## config.mk

```make
export PLATFORM = sky130hd
export DESIGN_NAME = ohs_boost_nphase_l1
export DESIGN_NICKNAME = d
export VERILOG_FILES = /design/src/rtl/ohs_boost_pkg.sv /design/src/rtl/ohs_boost_nphase_l1_fixmul.sv /design/src/rtl/ohs_boost_nphase_l1.sv
export SDC_FILE = /design/constraint.sdc
export NUM_CORES = 2
export LEC_CHECK = 0
export ABC_AREA = 0
export BUFFER_PORTS_ARGS = -buffer_cell sky130_fd_sc_hd__buf_2
export CAP_MARGIN = 5
export CELL_PAD_IN_SITES_DETAIL_PLACEMENT = 2
export CELL_PAD_IN_SITES_GLOBAL_PLACEMENT = 2
export CORE_ASPECT_RATIO = 0.75
export CORE_MARGIN = 1.5
export CORE_UTILIZATION = 40
export CTS_BUF_LIST = sky130_fd_sc_hd__clkbuf_16
export CTS_CLUSTER_SIZE = 16
export DETAILED_ROUTE_END_ITERATION = 16
export PLACE_DENSITY = 0.89
export SETUP_SLACK_MARGIN = 0.05
export SYNTH_ARGS = -nofsm -noshare
export SYNTH_HDL_FRONTEND = slang
export SYNTH_HIERARCHICAL = 1
export SYNTH_SLANG_ARGS = --single-unit
```

## constraint.sdc

```tcl
create_clock -name aclk -period 27.5 [get_ports aclk]
set_input_delay 2.75 -clock aclk [delete_from_list [all_inputs] [get_ports aclk]]
set_output_delay 2.75 -clock aclk [all_outputs]
set_load 0.01 [all_outputs]
```

## src/rtl/ohs_boost_pkg.sv

```systemverilog
// ---------------------------------------------------------------------------
// ohs_boost_pkg
// Shared types and helpers for the N-phase interleaved boost model.
//   state_t      : step sequencer states (IDLE, PHASE, LOAD, CAP)
//   phase_idx_w  : width of the leg index, $clog2(n) but never below 1
//   q_one        : value of 1.0 in a Q-format with q fractional bits
//   sat_w        : clamp a wide signed value into a w-bit signed range
// ---------------------------------------------------------------------------
package ohs_boost_pkg;

   typedef enum logic [1:0] {
      IDLE  = 2'd0,
      PHASE = 2'd1,
      LOAD  = 2'd2,
      CAP   = 2'd3
   } state_t;

   function automatic int phase_idx_w(input int n);
      return (n > 1) ? $clog2(n) : 1;
   endfunction

   function automatic logic signed [63:0] q_one(input int q);
      return 64'sd1 <<< q;
   endfunction

   // Result is meaningful in its low w bits; callers size-cast to w.
   function automatic logic signed [63:0] sat_w(input logic signed [127:0] x,
                                                input int w);
      logic signed [127:0] mx;
      logic signed [127:0] mn;
      mx = (128'sd1 <<< (w - 1)) - 128'sd1;
      mn = -mx - 128'sd1;
      if (x > mx) begin
         return mx[63:0];
      end else if (x < mn) begin
         return mn[63:0];
      end else begin
         return x[63:0];
      end
   endfunction

endpackage

```

## src/rtl/ohs_boost_nphase_l1_fixmul.sv

```systemverilog
// ---------------------------------------------------------------------------
// ohs_fixmul_sat
// Combinational Q-format multiply: full 2W-bit signed product, arithmetic
// shift right by Q, saturate to W bits.
//   a, b : W-bit signed operands (Q format)
//   p    : W-bit signed saturated result (Q format)
// ---------------------------------------------------------------------------
module ohs_fixmul_sat
   import ohs_boost_pkg::*;
#(
   parameter int W = 32,
   parameter int Q = 22
) (
   input  logic signed [W-1:0] a,
   input  logic signed [W-1:0] b,
   output logic signed [W-1:0] p
);

   logic signed [2*W-1:0] prod_s;

   // Full-precision product, rescale, then clamp into range
   always_comb begin
      prod_s = (2*W)'(a) * (2*W)'(b);
      p      = W'(sat_w(128'(prod_s >>> Q), W));
   end

endmodule

```

## src/rtl/ohs_boost_nphase_l1.sv

```systemverilog
// ---------------------------------------------------------------------------
// ohs_boost_nphase_l1
// N-phase interleaved boost converter, forward-Euler step per ce pulse.
// Legs are stepped one per cycle through a single shared multiplier,
// then the load current and the output capacitor are updated.
//   aclk, reset : clock, synchronous active-high reset
//   ce          : starts one integration step (ignored while busy)
//   kL, kC, kR  : dt/L, dt/C, 1/R (Q format), snapshotted at step start
//   vdc         : input voltage (Q format), snapshotted at step start
//   S_pwm       : per-leg switch state, snapshotted at step start
//   iL, vL      : packed per-leg current / voltage, leg p at [p*W +: W]
//   iC, vC      : capacitor current / voltage
//   iLoad       : load current
//   busy, done  : step in progress / one-cycle outputs-updated pulse
//   overrun     : sticky, ce seen while busy
// Optional build macro OHS_BOOST_DCM_EN: diode blocking, negative leg
// current is clamped to 0 and the leg voltage reported as 0.
// ---------------------------------------------------------------------------
module ohs_boost_nphase_l1
   import ohs_boost_pkg::*;
#(
   parameter int MODEL_DATA_WIDTH = 32,
   parameter int MODEL_Q_WIDTH    = 22,
   parameter int N_PHASES         = 4
) (
   input  logic                                  aclk,
   input  logic                                  reset,
   input  logic                                  ce,
   input  logic signed [MODEL_DATA_WIDTH-1:0]    kL,
   input  logic signed [MODEL_DATA_WIDTH-1:0]    kC,
   input  logic signed [MODEL_DATA_WIDTH-1:0]    kR,
   input  logic signed [MODEL_DATA_WIDTH-1:0]    vdc,
   input  logic        [N_PHASES-1:0]            S_pwm,
   output logic [N_PHASES*MODEL_DATA_WIDTH-1:0]  iL,
   output logic [N_PHASES*MODEL_DATA_WIDTH-1:0]  vL,
   output logic signed [MODEL_DATA_WIDTH-1:0]    iC,
   output logic signed [MODEL_DATA_WIDTH-1:0]    vC,
   output logic signed [MODEL_DATA_WIDTH-1:0]    iLoad,
   output logic                                  busy,
   output logic                                  done,
   output logic                                  overrun
);

   localparam int W  = MODEL_DATA_WIDTH;
   localparam int Q  = MODEL_Q_WIDTH;
   localparam int PW = phase_idx_w(N_PHASES);

   state_t                state_r;
   logic [PW-1:0]         p_r;
   logic signed [W-1:0]   kl_r, kc_r, kr_r, vdc_r, iload_r;
   logic [N_PHASES-1:0]   s_r;
   logic signed [W-1:0]   il_st_r [N_PHASES];
   logic signed [W-1:0]   vl_st_r [N_PHASES];

   logic signed [W-1:0]   mul_a_s, mul_b_s, mul_p_s;
   logic signed [W-1:0]   vl_raw_s, il_upd_s, il_new_s, vl_new_s;
   logic signed [W-1:0]   ic_s, vc_new_s;
   logic signed [W+3:0]   isum_s;

   ohs_fixmul_sat #(.W(W), .Q(Q)) u_mul (
      .a (mul_a_s),
      .b (mul_b_s),
      .p (mul_p_s)
   );

   // Leg update for the leg currently selected by p_r. vC is only written
   // at the end of a step, so vC itself serves as the step's vC_old.
   always_comb begin
      if (s_r[p_r]) begin
         vl_raw_s = vdc_r;
      end else begin
         vl_raw_s = W'(sat_w(128'(vdc_r) - 128'(vC), W));
      end
      il_upd_s = W'(sat_w(128'(il_st_r[p_r]) + 128'(mul_p_s), W));
`ifdef OHS_BOOST_DCM_EN
      if (il_upd_s < 0) begin
         il_new_s = {W{1'b0}};
         vl_new_s = {W{1'b0}};
      end else begin
         il_new_s = il_upd_s;
         vl_new_s = vl_raw_s;
      end
`else
      il_new_s = il_upd_s;
      vl_new_s = vl_raw_s;
`endif
   end

   // Capacitor current from switch-off legs (post-update) minus load
   always_comb begin
      isum_s = {(W+4){1'b0}};
      for (int i = 0; i < N_PHASES; i++) begin
         if (!s_r[i]) begin
            isum_s = isum_s + (W+4)'(il_st_r[i]);
         end else begin
            isum_s = isum_s;
         end
      end
      isum_s   = isum_s - (W+4)'(iload_r);
      ic_s     = W'(sat_w(128'(isum_s), W));
      vc_new_s = W'(sat_w(128'(vC) + 128'(mul_p_s), W));
   end

   // Shared multiplier operand select by sequencer state
   always_comb begin
      mul_a_s = {W{1'b0}};
      mul_b_s = {W{1'b0}};
      case (state_r)
         PHASE: begin
            mul_a_s = kl_r;
            mul_b_s = vl_raw_s;
         end
         LOAD: begin
            mul_a_s = kr_r;
            mul_b_s = vC;
         end
         CAP: begin
            mul_a_s = kc_r;
            mul_b_s = ic_s;
         end
         default: begin
            mul_a_s = {W{1'b0}};
            mul_b_s = {W{1'b0}};
         end
      endcase
   end

   // Step sequencer, model state and registered outputs
   always_ff @(posedge aclk) begin
      if (reset) begin
         state_r <= IDLE;
         p_r     <= {PW{1'b0}};
         kl_r    <= {W{1'b0}};
         kc_r    <= {W{1'b0}};
         kr_r    <= {W{1'b0}};
         vdc_r   <= {W{1'b0}};
         iload_r <= {W{1'b0}};
         s_r     <= {N_PHASES{1'b0}};
         for (int i = 0; i < N_PHASES; i++) begin
            il_st_r[i] <= {W{1'b0}};
            vl_st_r[i] <= {W{1'b0}};
         end
         iL      <= {(N_PHASES*W){1'b0}};
         vL      <= {(N_PHASES*W){1'b0}};
         iC      <= {W{1'b0}};
         vC      <= {W{1'b0}};
         iLoad   <= {W{1'b0}};
         busy    <= 1'b0;
         done    <= 1'b0;
         overrun <= 1'b0;
      end else begin
         done <= 1'b0;
         if (ce && (state_r != IDLE)) begin
            overrun <= 1'b1;
         end
         case (state_r)
            IDLE: begin
               if (ce) begin
                  kl_r    <= kL;
                  kc_r    <= kC;
                  kr_r    <= kR;
                  vdc_r   <= vdc;
                  s_r     <= S_pwm;
                  p_r     <= {PW{1'b0}};
                  busy    <= 1'b1;
                  state_r <= PHASE;
               end
            end
            PHASE: begin
               il_st_r[p_r] <= il_new_s;
               vl_st_r[p_r] <= vl_new_s;
               if (p_r == PW'(N_PHASES - 1)) begin
                  state_r <= LOAD;
               end else begin
                  p_r <= p_r + PW'(1);
               end
            end
            LOAD: begin
               iload_r <= mul_p_s;
               state_r <= CAP;
            end
            CAP: begin
               for (int i = 0; i < N_PHASES; i++) begin
                  iL[i*W +: W] <= il_st_r[i];
                  vL[i*W +: W] <= vl_st_r[i];
               end
               iC      <= ic_s;
               vC      <= vc_new_s;
               iLoad   <= iload_r;
               done    <= 1'b1;
               busy    <= 1'b0;
               state_r <= IDLE;
            end
            default: begin
               busy    <= 1'b0;
               state_r <= IDLE;
            end
         endcase
      end
   end

endmodule

```

==> flow_summary_export.csv <==
group,metric,value,unit
status,outcome,"complete, but fails checks",
status,violations,"DRC",
floorplanning,ioPinCount,490,
route,drt_iter0_markers,8097,
global_routing,gr-total-overflow,0,
sta,final_max_slew_viol_count,0,
min_path,hp-class,"flop to flop",
global_routing,grt.total_usage,40.0,%
logic_synthesis,yosysSeqAreaShare,22.8,%
sta,clock_skew,0.0661,ns
logic_synthesis,syn_avg_cell_area,9.16,um2
logic_synthesis,yosys_warnings,6,
global_routing,grt_pass1_vias,83269,
finish,final_util,44.6,%
finish,drive_above_1_share,11.2,%
critical_path,rr_startpoint,"s_r[0]$_SDFFE_PP0P_",
finish,nets,10589,
logic_synthesis,syn_area,79900,um2
clocking,cts_buffers,80,
route,drt-total-wl,411000,um
critical_path,cp_max_fo,43,
floorplanning,die_h,390,um
finish,fill_cells,21048,
finish,multi_input_area,56300,um2
min_path,holdCritStartpoint,"kr_r[5]$_SDFFE_PP0P_",
sta,final.period_utilization,98.0,%
clocking,clock-root-buffer,"clkbuf_16",
logic_synthesis,synth_nets,10372,
logic_synthesis,ys.flop_type,"dfxtp_1",
clocking,clockBufferDepth,3,
clocking,htree_levels,3,
job,max_cap_violations,0,
sta,finalSetupTns,0,ns
route,ant_nets,0,
critical_path,start_kind,"flop",
global_routing,grt_pass1_wl,593000,um
route,drc,24,
floorplanning,start_util,40.4,%
critical_path,crit_start,"s_r[0]$_SDFFE_PP0P_",
logic_synthesis,synth_edf_count,256,
critical_path,cpMaxStageDelayCell,"a31oi_4",
sta,fin_crit,26.94,ns
route,via_count,73739,
logic_synthesis,synth_async_sr_flop_share,0,%
place,gp_routability_congestion,0.937,
sta,finalSetupViolCount,0,
logic_synthesis,ys_seq_elements,781,
route,wl_per_cell,35.2,um
logic_synthesis,synth_top_area_share,27.3,%
floorplanning,die_area,203000,um2
critical_path,worstPathArrival,27.32,ns
critical_path,path_class,"flop to flop",
critical_path,required,27.87,ns
floorplanning,core_area,198000,um2
sta,setup_slack,0.559,ns
critical_path,cp-end-kind,"flop",
finish,ff_latch_area,18200,um2
place,dp_hpwl,297000,um
clocking,numClockSinks,781,
sta,whs,0.460,ns
clocking,cts_tree,"built",
global_routing,grt_max_degree,125,
place,port_buffers,489,
finish,area_growth,10.3,%
route,dr.pass1.iters,12,
sta,worstMarginPinSlew,1.28,ns
logic_synthesis,synth_cell_type_count,100,
place,dpl_worst_slack,0.0668,ns
floorplanning,rows,141,
global_routing,antenna_found_initial,34,
logic_synthesis,yosys.area.top_type,"fa_1",
logic_synthesis,syn_inst,8730,
critical_path,slowest_delay,0.81,ns
sta,timing.fmax,37.1,MHz
sta,hold_viol_final,0,
logic_synthesis,synthTopCellsByArea,"fa_1, dfxtp_1, edfxtp_1, ha_1, inv_1",
route,via_per_inst,6.32,
floorplanning,die_w,519,um
clocking,clock_latency,0.75,ns
sta,slew_headroom,14.9,%
clocking,clk_pin_slew_worst_paths,0.08,ns
cells by family after synthesis:
group / Yosys count / share of synthesized area (%)
AO/OA/AOI/OAI: 1451 / 11.7
adder cells (fa/ha/maj): 1516 / 33.9
buffers and inverters: 1582 / 7.55
multiplexers: 390 / 5.43
XOR/XNOR: 250 / 2.76
flip-flops: 781 / 22.8
AND/OR/NAND/NOR: 2760 / 15.9
critical path, delay by kind of cell, from the launching register on:
kind            cells  cell delay, ns
flops               1            0.36
buf+inv             5            1.72
mux                 1            0.32
simple gates       11            3.21
compound gates     43           12.66
xor+xnor            5            0.98
fa+ha+maj          15            7.20
cell usage after synthesis, drive strengths merged (82+ instances only):
master  instances
inv          1087
nor3          106
clkbuf        434
a21o          153
nand2        1051
nand3          82
nor2          725
a21oi         508
dfxtp         525
xnor2         172
and2          530
o21ai         324
edfxtp        256
fa           1088
mux2i         327
ha            419
metrics by stage:
| stage | instance area (um2) | std cells |
|---|---|---|
| 6_report | 88200 | 11670 |
| 5_1_grt | 88200 | 11659 |
| 4_1_cts | 88000 | 11642 |
| 3_5_place_dp | 85200 | 11492 |
| 3_3_place_gp | 85200 | 11492 |
| 2_1_floorplan | 79900 | 8730 |
cells in the final DEF (no fill, tap or decap), types with 75 or more instances in the layout:
master        n
nand3_1      79
ha_1        415
dfxtp_1     524
edfxtp_1    256
buf_2       488
buf_4       134
a21oi_1     487
xor2_1       75
nor2_1      692
nor3_1      102
mux2i_1     327
nor2b_1      75
fa_1       1087
and2_1      529
o21ai_0     319
inv_1      1105
clkbuf_16    82
a21o_1      152
nand2_1    1050
xnor2_1     170
state kept, by name (all words and copies together), names as in the netlist, named ones only:
register,flops
kr_r,32
iload_r,32
p_r,2
kl_r,32
vl_st_r,128
done,1
iL,128
busy,1
il_st_r,128
iLoad,32
kc_r,32
vL,128
iC,32
s_r,4
vdc_r,32
overrun,1
state_r,2
vC,32
repair_timing:
action / in CTS / in global routing
pin swaps: 2 / 2
cloned: 1 / 1
hold endpoints to repair: 0 / 0
endpoints found under the setup margin: 120 / 156
hold buffers: 0 / 0
resized for setup: 8 / 9
setup buffers: 0 / 16
per-layer routing:
| layer | vias to the layer above | global-route usage [%] | share of wire, % |
|---|---|---|---|
| met2 | 4971 | 65.6 | 46 |
| met3 | 1965 | 8.72 | 8.9 |
| li1 | 28820 | - | - |
| met5 | - | 0 | 0.031 |
| met4 | 18 | 30.4 | 9.0 |
| met1 | 37965 | 45.8 | 36 |
area by class of cell:
type | instances | share of cell area, %
Antenna cell | 11 | 0.0312
Clock buffer | 82 | 2.33
Clock inverter | 67 | 0.733
Inverter | 1088 | 4.63
Multi-Input combinational cell | 6369 | 63.9
Sequential cell | 781 | 20.6
Tap cell | 2645 | 3.75
Timing Repair Buffer | 627 | 4.02
final timing paths:
path | cells after the start | endpoint | slack [ns]
setup / recovery | 80 | il_st_r[0][20]$_SDFFCE_PN0P_ | 0.56
hold / removal | 2 | kr_r[5]$_SDFFE_PP0P_ | 0.46
setup reg to reg | 80 | il_st_r[0][20]$_SDFFCE_PN0P_ | 0.56
hold reg to reg | 2 | kr_r[5]$_SDFFE_PP0P_ | 0.46
Power is left out: the tool's default activity adds up to more than one toggle a clock period on the data nets, which glitch-free logic cannot reach.
